===== config.mk =====
export PLATFORM = sky130hd
export DESIGN_NAME = mem_access_ctrl
export DESIGN_NICKNAME = d
export VERILOG_FILES = /design/src/rtl/mem_access_ctrl.sv
export SDC_FILE = /design/constraint.sdc
export NUM_CORES = 1
export LEC_CHECK = 0
export ABC_AREA = 0
export BUFFER_PORTS_ARGS = -buffer_cell sky130_fd_sc_hd__buf_4
export CAP_MARGIN = 5
export CORE_MARGIN = 3
export CORE_UTILIZATION = 31
export CTS_CLUSTER_SIZE = 25
export DETAILED_ROUTE_END_ITERATION = 10
export HOLD_SLACK_MARGIN = 0.05
export MAX_ROUTING_LAYER = met4
export PLACE_DENSITY = 0.65
export SYNTH_ARGS = -nofsm -noshare
export SYNTH_HDL_FRONTEND = slang
export SYNTH_SLANG_ARGS = --single-unit

===== constraint.sdc =====
create_clock -name clk -period 1.94 [get_ports clk]
set_clock_uncertainty 0.05 [all_clocks]
set_input_delay 0.388 -clock clk [delete_from_list [all_inputs] [get_ports clk]]
set_output_delay 0.388 -clock clk [all_outputs]
set_load 0.03 [all_outputs]

===== src/rtl/mem_access_ctrl.sv =====
// MEM-stage data-memory access controller: drives a req/ack memory port,
// aligns store lanes, extends load data and stalls the pipeline while busy.
module mem_access_ctrl #(
    parameter int TIMEOUT_CYCLES = 16,
    parameter int CNT_W          = 5
) (
    input  logic        clk,
    input  logic        rst_n,
    input  logic [31:0] AluOutM,
    input  logic [31:0] StoreDataM,
    input  logic [3:0]  MemWriteM,
    input  logic        MemToRegM,
    input  logic [2:0]  RegWriteM,
    output logic        dmem_req,
    output logic [31:0] dmem_addr,
    output logic [3:0]  dmem_we,
    output logic [31:0] dmem_wdata,
    input  logic        dmem_ack,
    input  logic [31:0] dmem_rdata,
    output logic [31:0] LoadDataM,
    output logic        StallM,
    output logic        MisalignM,
    output logic        BusErrM
);

    typedef enum logic [1:0] {
        S_IDLE = 2'd0,
        S_WAIT = 2'd1,
        S_DONE = 2'd2
    } state_t;

    state_t             r_state, w_state_next;
    logic [CNT_W-1:0]   r_cnt, w_cnt_next;
    logic [31:0]        r_rdata, w_rdata_next;
    logic               r_bus_err, w_bus_err_next;

    logic [1:0]  w_off;
    logic        w_access, w_store, w_is_half, w_is_word;
    logic [31:0] w_shifted;
    logic [7:0]  w_byte;
    logic [15:0] w_half;

    assign w_off     = AluOutM[1:0];
    assign w_store   = |MemWriteM;
    assign w_access  = MemToRegM | w_store;
    assign w_is_half = (MemToRegM & ((RegWriteM == 3'd2) | (RegWriteM == 3'd5)))
                     | (MemWriteM == 4'b0011);
    assign w_is_word = (MemToRegM & (RegWriteM == 3'd3)) | (MemWriteM == 4'b1111);
    assign MisalignM = (w_is_half & w_off[0]) | (w_is_word & (|w_off));

    assign dmem_addr  = {AluOutM[31:2], 2'b00};
    assign dmem_we    = w_store ? (MemWriteM << w_off) : 4'b0000;
    assign dmem_wdata = w_store ? (StoreDataM << {w_off, 3'b000}) : 32'h0;

    // NOTE: sequential state uses non-blocking assignments so every register
    // samples the pre-edge values of its neighbours.
    always_ff @(posedge clk or negedge rst_n) begin
        if (!rst_n) begin
            r_state   <= S_IDLE;
            r_cnt     <= '0;
            r_rdata   <= '0;
            r_bus_err <= 1'b0;
        end else begin
            r_state   <= w_state_next;
            r_cnt     <= w_cnt_next;
            r_rdata   <= w_rdata_next;
            r_bus_err <= w_bus_err_next;
        end
    end

    // NOTE: every output of this block gets a default first, so no path
    // through the case statement can leave a latch behind.
    always_comb begin
        w_state_next   = r_state;
        w_cnt_next     = r_cnt;
        w_rdata_next   = r_rdata;
        w_bus_err_next = 1'b0;
        dmem_req       = 1'b0;
        StallM         = 1'b0;
        case (r_state)
            S_IDLE: begin
                dmem_req = w_access & ~MisalignM;
                StallM   = dmem_req;
                if (dmem_req && dmem_ack) begin
                    w_state_next = S_DONE;
                    w_rdata_next = dmem_rdata;
                end else if (dmem_req) begin
                    w_state_next = S_WAIT;
                    w_cnt_next   = '0;
                end
            end
            S_WAIT: begin
                dmem_req = 1'b1;
                StallM   = 1'b1;
                if (dmem_ack) begin
                    w_state_next = S_DONE;
                    w_rdata_next = dmem_rdata;
                end else if (r_cnt == CNT_W'(TIMEOUT_CYCLES - 1)) begin
                    w_state_next   = S_DONE;
                    w_rdata_next   = '0;
                    w_bus_err_next = 1'b1;
                end else begin
                    w_cnt_next = r_cnt + 1'b1;
                end
            end
            S_DONE:  w_state_next = S_IDLE;
            default: w_state_next = S_IDLE;
        endcase
        // Reset also silences the port combinationally: the instruction may
        // still be presented while the FSM is held in IDLE.
        if (!rst_n) begin
            dmem_req = 1'b0;
            StallM   = 1'b0;
        end
    end

    assign BusErrM   = r_bus_err;
    assign w_shifted = r_rdata >> {w_off, 3'b000};
    assign w_byte    = w_shifted[7:0];
    assign w_half    = w_off[1] ? r_rdata[31:16] : r_rdata[15:0];

    always_comb begin
        LoadDataM = 32'h0;
        if (r_state == S_DONE && MemToRegM) begin
            case (RegWriteM)
                3'd1:    LoadDataM = {{24{w_byte[7]}}, w_byte};
                3'd2:    LoadDataM = {{16{w_half[15]}}, w_half};
                3'd3:    LoadDataM = r_rdata;
                3'd4:    LoadDataM = {24'h0, w_byte};
                3'd5:    LoadDataM = {16'h0, w_half};
                default: LoadDataM = 32'h0;
            endcase
        end
    end

endmodule


==> results of run 1 <==
layer usage:
metal	track usage, %
met4	8.110
met1	23.97
met2	33.29
met3	2.566
met5	-
logic make-up after synthesis:
group           count (synthesis)
fa+ha+maj                       3
buf+inv                        71
simple gates                  113
other cells                     1
compound gates                126
mux                            36
flops                          40
xor+xnor                        2
timing repair:
action / CTS / global route
setup endpoints to repair: 68 / 95
setup buffers: 10 / 12
pin swaps: 14 / 35
cloned: 4 / 7
endpoints found under the hold margin: 0 / 0
resized for setup: 74 / 62
per-stage QoR:
step,util [%],setup WS (ns)
floorplan,-,-0.2961
global placement,48.74,-0.3443
detailed placement,48.74,-0.3654
CTS,54.32,-0.4585
global route,58.83,-0.4963
synth_stat cells, types with 2 or more instances:
library cell,n,area share (%)
nor2_1,41,4.5
dfrtp_1,40,29
buf_4,39,8.6
a22o_1,32,8.2
a21oi_1,28,4.1
nand2_1,25,2.7
mux2i_1,19,5.6
a211oi_1,17,3.7
mux2_2,14,4.6
nor2b_1,13,2.4
a21oi_2,10,2.6
and2_1,8,1.5
clkbuf_1,8,0.88
a222oi_1,7,2.0
a22oi_1,7,1.5
buf_2,7,1.0
inv_1,7,0.77
buf_6,6,2.0
o21ai_0,5,0.73
buf_1,4,0.44
nor3_1,4,0.59
a21o_1,3,0.66
nand3_1,3,0.44
nor3b_1,3,0.66
or2_2,3,0.55
or3_1,3,0.55
a211o_1,2,0.51
a31oi_1,2,0.37
ha_1,2,0.73
nand2b_1,2,0.37
nand4b_1,2,0.51
o211ai_1,2,0.44
o21ai_1,2,0.29
o22ai_1,2,0.37
==> flow_metrics.py, run 1 <==
metrics = {
    "grt": {
        "grt_antenna_before_repair": 0,
        "grt_pass1_wl_mm": 19.85,
        "grt_pass1_vias": 3816,
        "grt_max_degree": 41,
        "grt_overflow": 0,
        "grt_use_total_pct": 19.77,
    },
    "logic_synthesis": {
        "yosys_warnings": 0,
        "synth_xor_area_share_pct": 0.5124,
        "synth_seq_area_share_pct": 29.28,
        "synth_edf_count": 0,
        "yosys.area_share.simple_pct": 16.29,
        "synth-adder-area-share_pct": 1.025,
        "synthMuxAreaShare_pct": 11.35,
        "syn_inst": 392,
        "synth-compound-area-share_pct": 27.78,
        "synth_top_family_by_area": "compound AO/OA/AOI/OAI gates",
        "ys_types": 54,
        "synth_async_sr_flop_share_pct": 100.0,
        "syn_area_um2": 3418,
        "syn_avg_cell_area_um2": 8.720,
        "synth_flop_cell": "dfrtp_1",
        "ys_ff_latch": 40,
    },
    "die": {
        "start_util_pct": 32.53,
        "fp.dieW_um": 111.0,
        "ios": 211,
        "chipHeight_um": 111.0,
        "num_rows": 37,
    },
    "clocking": {
        "htreeDepth": 2,
        "cts.path.max_buffers": 2,
        "cts-root-buf": "clkbuf_8",
        "cts_buffers": 5,
        "cts_sinks": 40,
        "hold_buffers": 0,
    },
    "outcome": {
        "status": "stopped before the end",
        "haltStage": "5_2_route",
        "tool.error": "[ERROR DRT-0255] Maze Route cannot find path of net AluOutM[30] in worker of routeBox ( 96600 96600 ) ( 111010 111010 ).",
    },
    "placed_design": {
        "dp.cells": 665,
        "portBuffers": 148,
        "postPlaceCellArea_um2": 5122,
        "hpwl_mm": 8.987,
        "gp_congestion": 0.8839,
    },
    "timing": {
        "worst_path_end_type": "primary output",
        "grt_worst_setup_endpoint": "LoadDataM[24]",
    },
}
==> inputs of run 2 (changes only) <==
--- a/config.mk
+++ b/config.mk
@@ -9,12 +9,9 @@
 export BUFFER_PORTS_ARGS = -buffer_cell sky130_fd_sc_hd__buf_4
 export CAP_MARGIN = 5
 export CORE_MARGIN = 3
-export CORE_UTILIZATION = 31
-export CTS_CLUSTER_SIZE = 25
+export CORE_UTILIZATION = 20
 export DETAILED_ROUTE_END_ITERATION = 10
-export HOLD_SLACK_MARGIN = 0.05
-export MAX_ROUTING_LAYER = met4
-export PLACE_DENSITY = 0.65
+export PLACE_DENSITY_LB_ADDON = 0.15
 export SYNTH_ARGS = -nofsm -noshare
 export SYNTH_HDL_FRONTEND = slang
 export SYNTH_SLANG_ARGS = --single-unit
==> constraint.sdc (replaced) <==
create_clock -name clk -period 2.5 [get_ports clk]
set_clock_uncertainty 0.05 [all_clocks]
set_input_delay 0.5 -clock clk [delete_from_list [all_inputs] [get_ports clk]]
set_output_delay 0.5 -clock clk [all_outputs]
set_load 0.03 [all_outputs]
==> flow_metrics.py, run 2 <==
metrics = {
    "clocking": {
        "cts-root-buf": "clkbuf_16",
        "htreeDepth": 2,
        "cts_tree": "done",
        "cts.path.max_buffers": 2,
        "hold_buffers": 0,
        "cts_buffers": 5,
        "clk_pin_slew_worst_paths_ns": 0.06,
        "cts_sinks": 40,
        "clk_latency_ns": 0.28,
    },
    "logic_synthesis": {
        "yosys-top-cells-area": "dfrtp_1 (29%), buf_4 (8.6%), a22o_1 (8.2%), mux2i_1 (5.6%), mux2_2 (4.6%)",
        "yosys.area.top_type": "dfrtp_1",
        "syn_avg_cell_area_um2": 8.720,
        "synth_top_area_share_pct": 29.28,
        "syn_inst": 392,
        "yosys.area_share.simple_pct": 16.29,
        "synth_seq_area_share_pct": 29.28,
        "ys_types": 54,
        "syn_area_um2": 3418,
        "synth-compound-area-share_pct": 27.78,
        "synth_async_sr_flop_share_pct": 100.0,
        "synth_commonest_cells": "nor2_1 (41), dfrtp_1 (40), buf_4 (39)",
        "synth-adder-area-share_pct": 1.025,
        "synth_edf_count": 0,
        "synth_flop_cell": "dfrtp_1",
        "synth_xor_area_share_pct": 0.5124,
        "yosys_warnings": 0,
        "ys_ff_latch": 40,
        "synth.most_common_cell": "nor2_1",
        "synthMuxAreaShare_pct": 11.35,
        "synth_top_family_by_area": "compound AO/OA/AOI/OAI gates",
    },
    "worst_setup_path": {
        "arrival_ns": 1.95,
        "crit_chain": "buf_4 > mux2_4 > mux2i_2 > or3_4 > a21o_1 > buf_12 > a21oi_2 > buf_6",
        "crit_buf_inv": 3,
        "crit_path_max_fanout": 16,
        "worstSetupPathType": "in2out",
        "max_stage_delay_ns": 0.34,
        "worst_path_max_delay_cell": "or3_4",
        "crit_family": "buffers and inverters",
        "rrSetupSlack_ns": 0.52,
        "crit_required_ns": 1.95,
        "setup.worst_path.end_class": "output pin",
        "startpoint_type": "input pin",
    },
    "final_layout": {
        "final_cell_mix": "buf_4 (154), nor2_1 (41), dfrtp_1 (40)",
        "largest_register": "r_rdata",
        "antenna_cells": 0,
        "layout_commonest_cell": "buf_4",
        "fin_nets": 627,
        "area_growth_pct": 50.73,
        "fin_area_um2": 5152,
        "largest_reg_flops": 32,
        "drive_above_1_share_pct": 48.94,
        "reg_top3": "r_rdata: 32 flops, r_cnt: 5 flops, r_state: 2 flops",
        "utilization_pct": 30.96,
    },
    "power_and_ir_drop": {
        "leakage_uw": 0.002294,
        "power_switching_uw": 995.0,
        "peakVddDrop_uv": 252.1,
        "cellPowerDensity_nw_per_um2": 562.4,
        "p_clk_share_pct": 27.1,
        "netSwitchingFraction_pct": 34.34,
        "internal_power_uw": 1903,
        "comb_power_share_pct": 39.9,
        "seq_power_share_pct": 33.0,
    },
    "timing": {
        "tightest_slew_ns": 0.5432,
        "max_freq_mhz": 399.7,
        "setup-violations-final": 1,
        "drv_slew": 0,
        "fin_crit_sh_pct": 100.1,
        "layout_setup_ws_ns": -0.001796,
        "relSlewSlack_pct": 63.79,
        "rsz0062_at_grt": "yes",
        "hold_viol": 0,
        "fin_crit_ns": 2.502,
    },
    "placed_design": {
        "dp_slack_ns": -0.01535,
        "postPlaceCellArea_um2": 4765,
        "portBuffers": 148,
        "gp_congestion": 0.7523,
        "hpwl_mm": 9.709,
    },
    "routing": {
        "firstDrtPassIters": 5,
        "routed_wirelength_mm": 12.86,
        "drc": 0,
        "vias": 3494,
        "wire_per_inst_um": 17.41,
        "vias_per_cell": 4.728,
        "antenna_left": 0,
        "drt_iter0_markers": 115,
    },
    "job": {
        "cap_violations": 0,
    },
    "grt": {
        "grt_pass1_wl_mm": 19.37,
        "grt_use_total_pct": 13.09,
        "grt_pass1_vias": 3559,
        "grt_overflow": 0,
        "grt_antenna_before_repair": 0,
        "grt_max_degree": 45,
    },
    "die": {
        "start_util_pct": 20.54,
        "core_um2": 16640,
        "ios": 211,
        "num_rows": 47,
        "dieArea_um2": 18700,
        "fp.dieW_um": 136.7,
        "chipHeight_um": 136.7,
    },
    "outcome": {
        "status": "complete, but fails checks",
        "failed_checks": "negative setup slack",
    },
    "hold_path": {
        "holdCritPathClass": "in2async",
    },
}
run 2: cell counts after synthesis:
No cell type changed its count.
run 2: worst paths after layout:
check,end,startpoint,depth (start not counted)
worst min-delay path,r_cnt[0],rst_n,2
worst max register to register,r_cnt[4],r_cnt[0],6
worst max-delay path,LoadDataM[18],AluOutM[1],8
worst min register to register,r_cnt[0],r_cnt[0],1
max in group asynchronous,r_rdata[23],rst_n,2
min in group clk,BusErrM,dmem_ack,2
run 2: metal layers:
layer	vias up	track usage, %	part of all wire (%)
met5	-	0	0
met4	0	3.471	1.3
met3	15	3.419	8.9
met2	145	21.91	47
met1	1685	16.70	43
li1	1649	-	-
run 2: stage by stage:
| step | setup TNS (ns) | power [µW] | instances | hold WS [ns] |
|---|---|---|---|---|
| 6_report | -0.001796 | 2898 | 739 | 0.2594 |
| 5_1_grt | -1.009 | 3077 | 739 | 0.3134 |
| 4_1_cts | 0 | 2887 | 735 | 0.2886 |
| 3_5_place_dp | -0.02669 | 2072 | 726 | 0.4508 |
| 3_3_place_gp | 0 | 2069 | 726 | 0.4475 |
| 2_1_floorplan | -0.2507 | 1715 | 393 | 0.1544 |
run 2: layout make-up:
cell class / instances / area, µm²
Multi-Input combinational cell: 282 / 2143
Timing Repair Buffer: 182 / 1524
Inverter: 7 / 26.28
Clock buffer: 7 / 152.6
Clock inverter: 1 / 30.03
Tap cell: 220 / 275.3
Fill cell: 1773 / 11490
Sequential cell: 40 / 1001
run 2: power groups by stage:
stage,logic [µW],registers [µW],clock network [µW]
finish,1160,957,786
detailed placement,1100,970,0
global route,1260,985,837
global placement,1100,974,0
CTS,1120,959,809
floorplan,802,912,0
run 2: what timing repair did:
item                       in CTS  in global routing
buffers inserted                1                  4
setup endpoints to repair       9                 35
pin swaps                       0                  2
gates resized for setup         6                 34
run 2: cells by family after synthesis:
| family | after synthesis |
|---|---|
| and+or+nand+nor | 113 |
| buffers and inverters | 71 |
| AOI/OAI and AO/OA | 126 |
| muxes | 36 |
| adders and majority gates | 3 |
| DFF | 40 |
| other | 1 |
| xor gates and xnor gates | 2 |
Note: power is estimated with default switching activity, not from simulation.
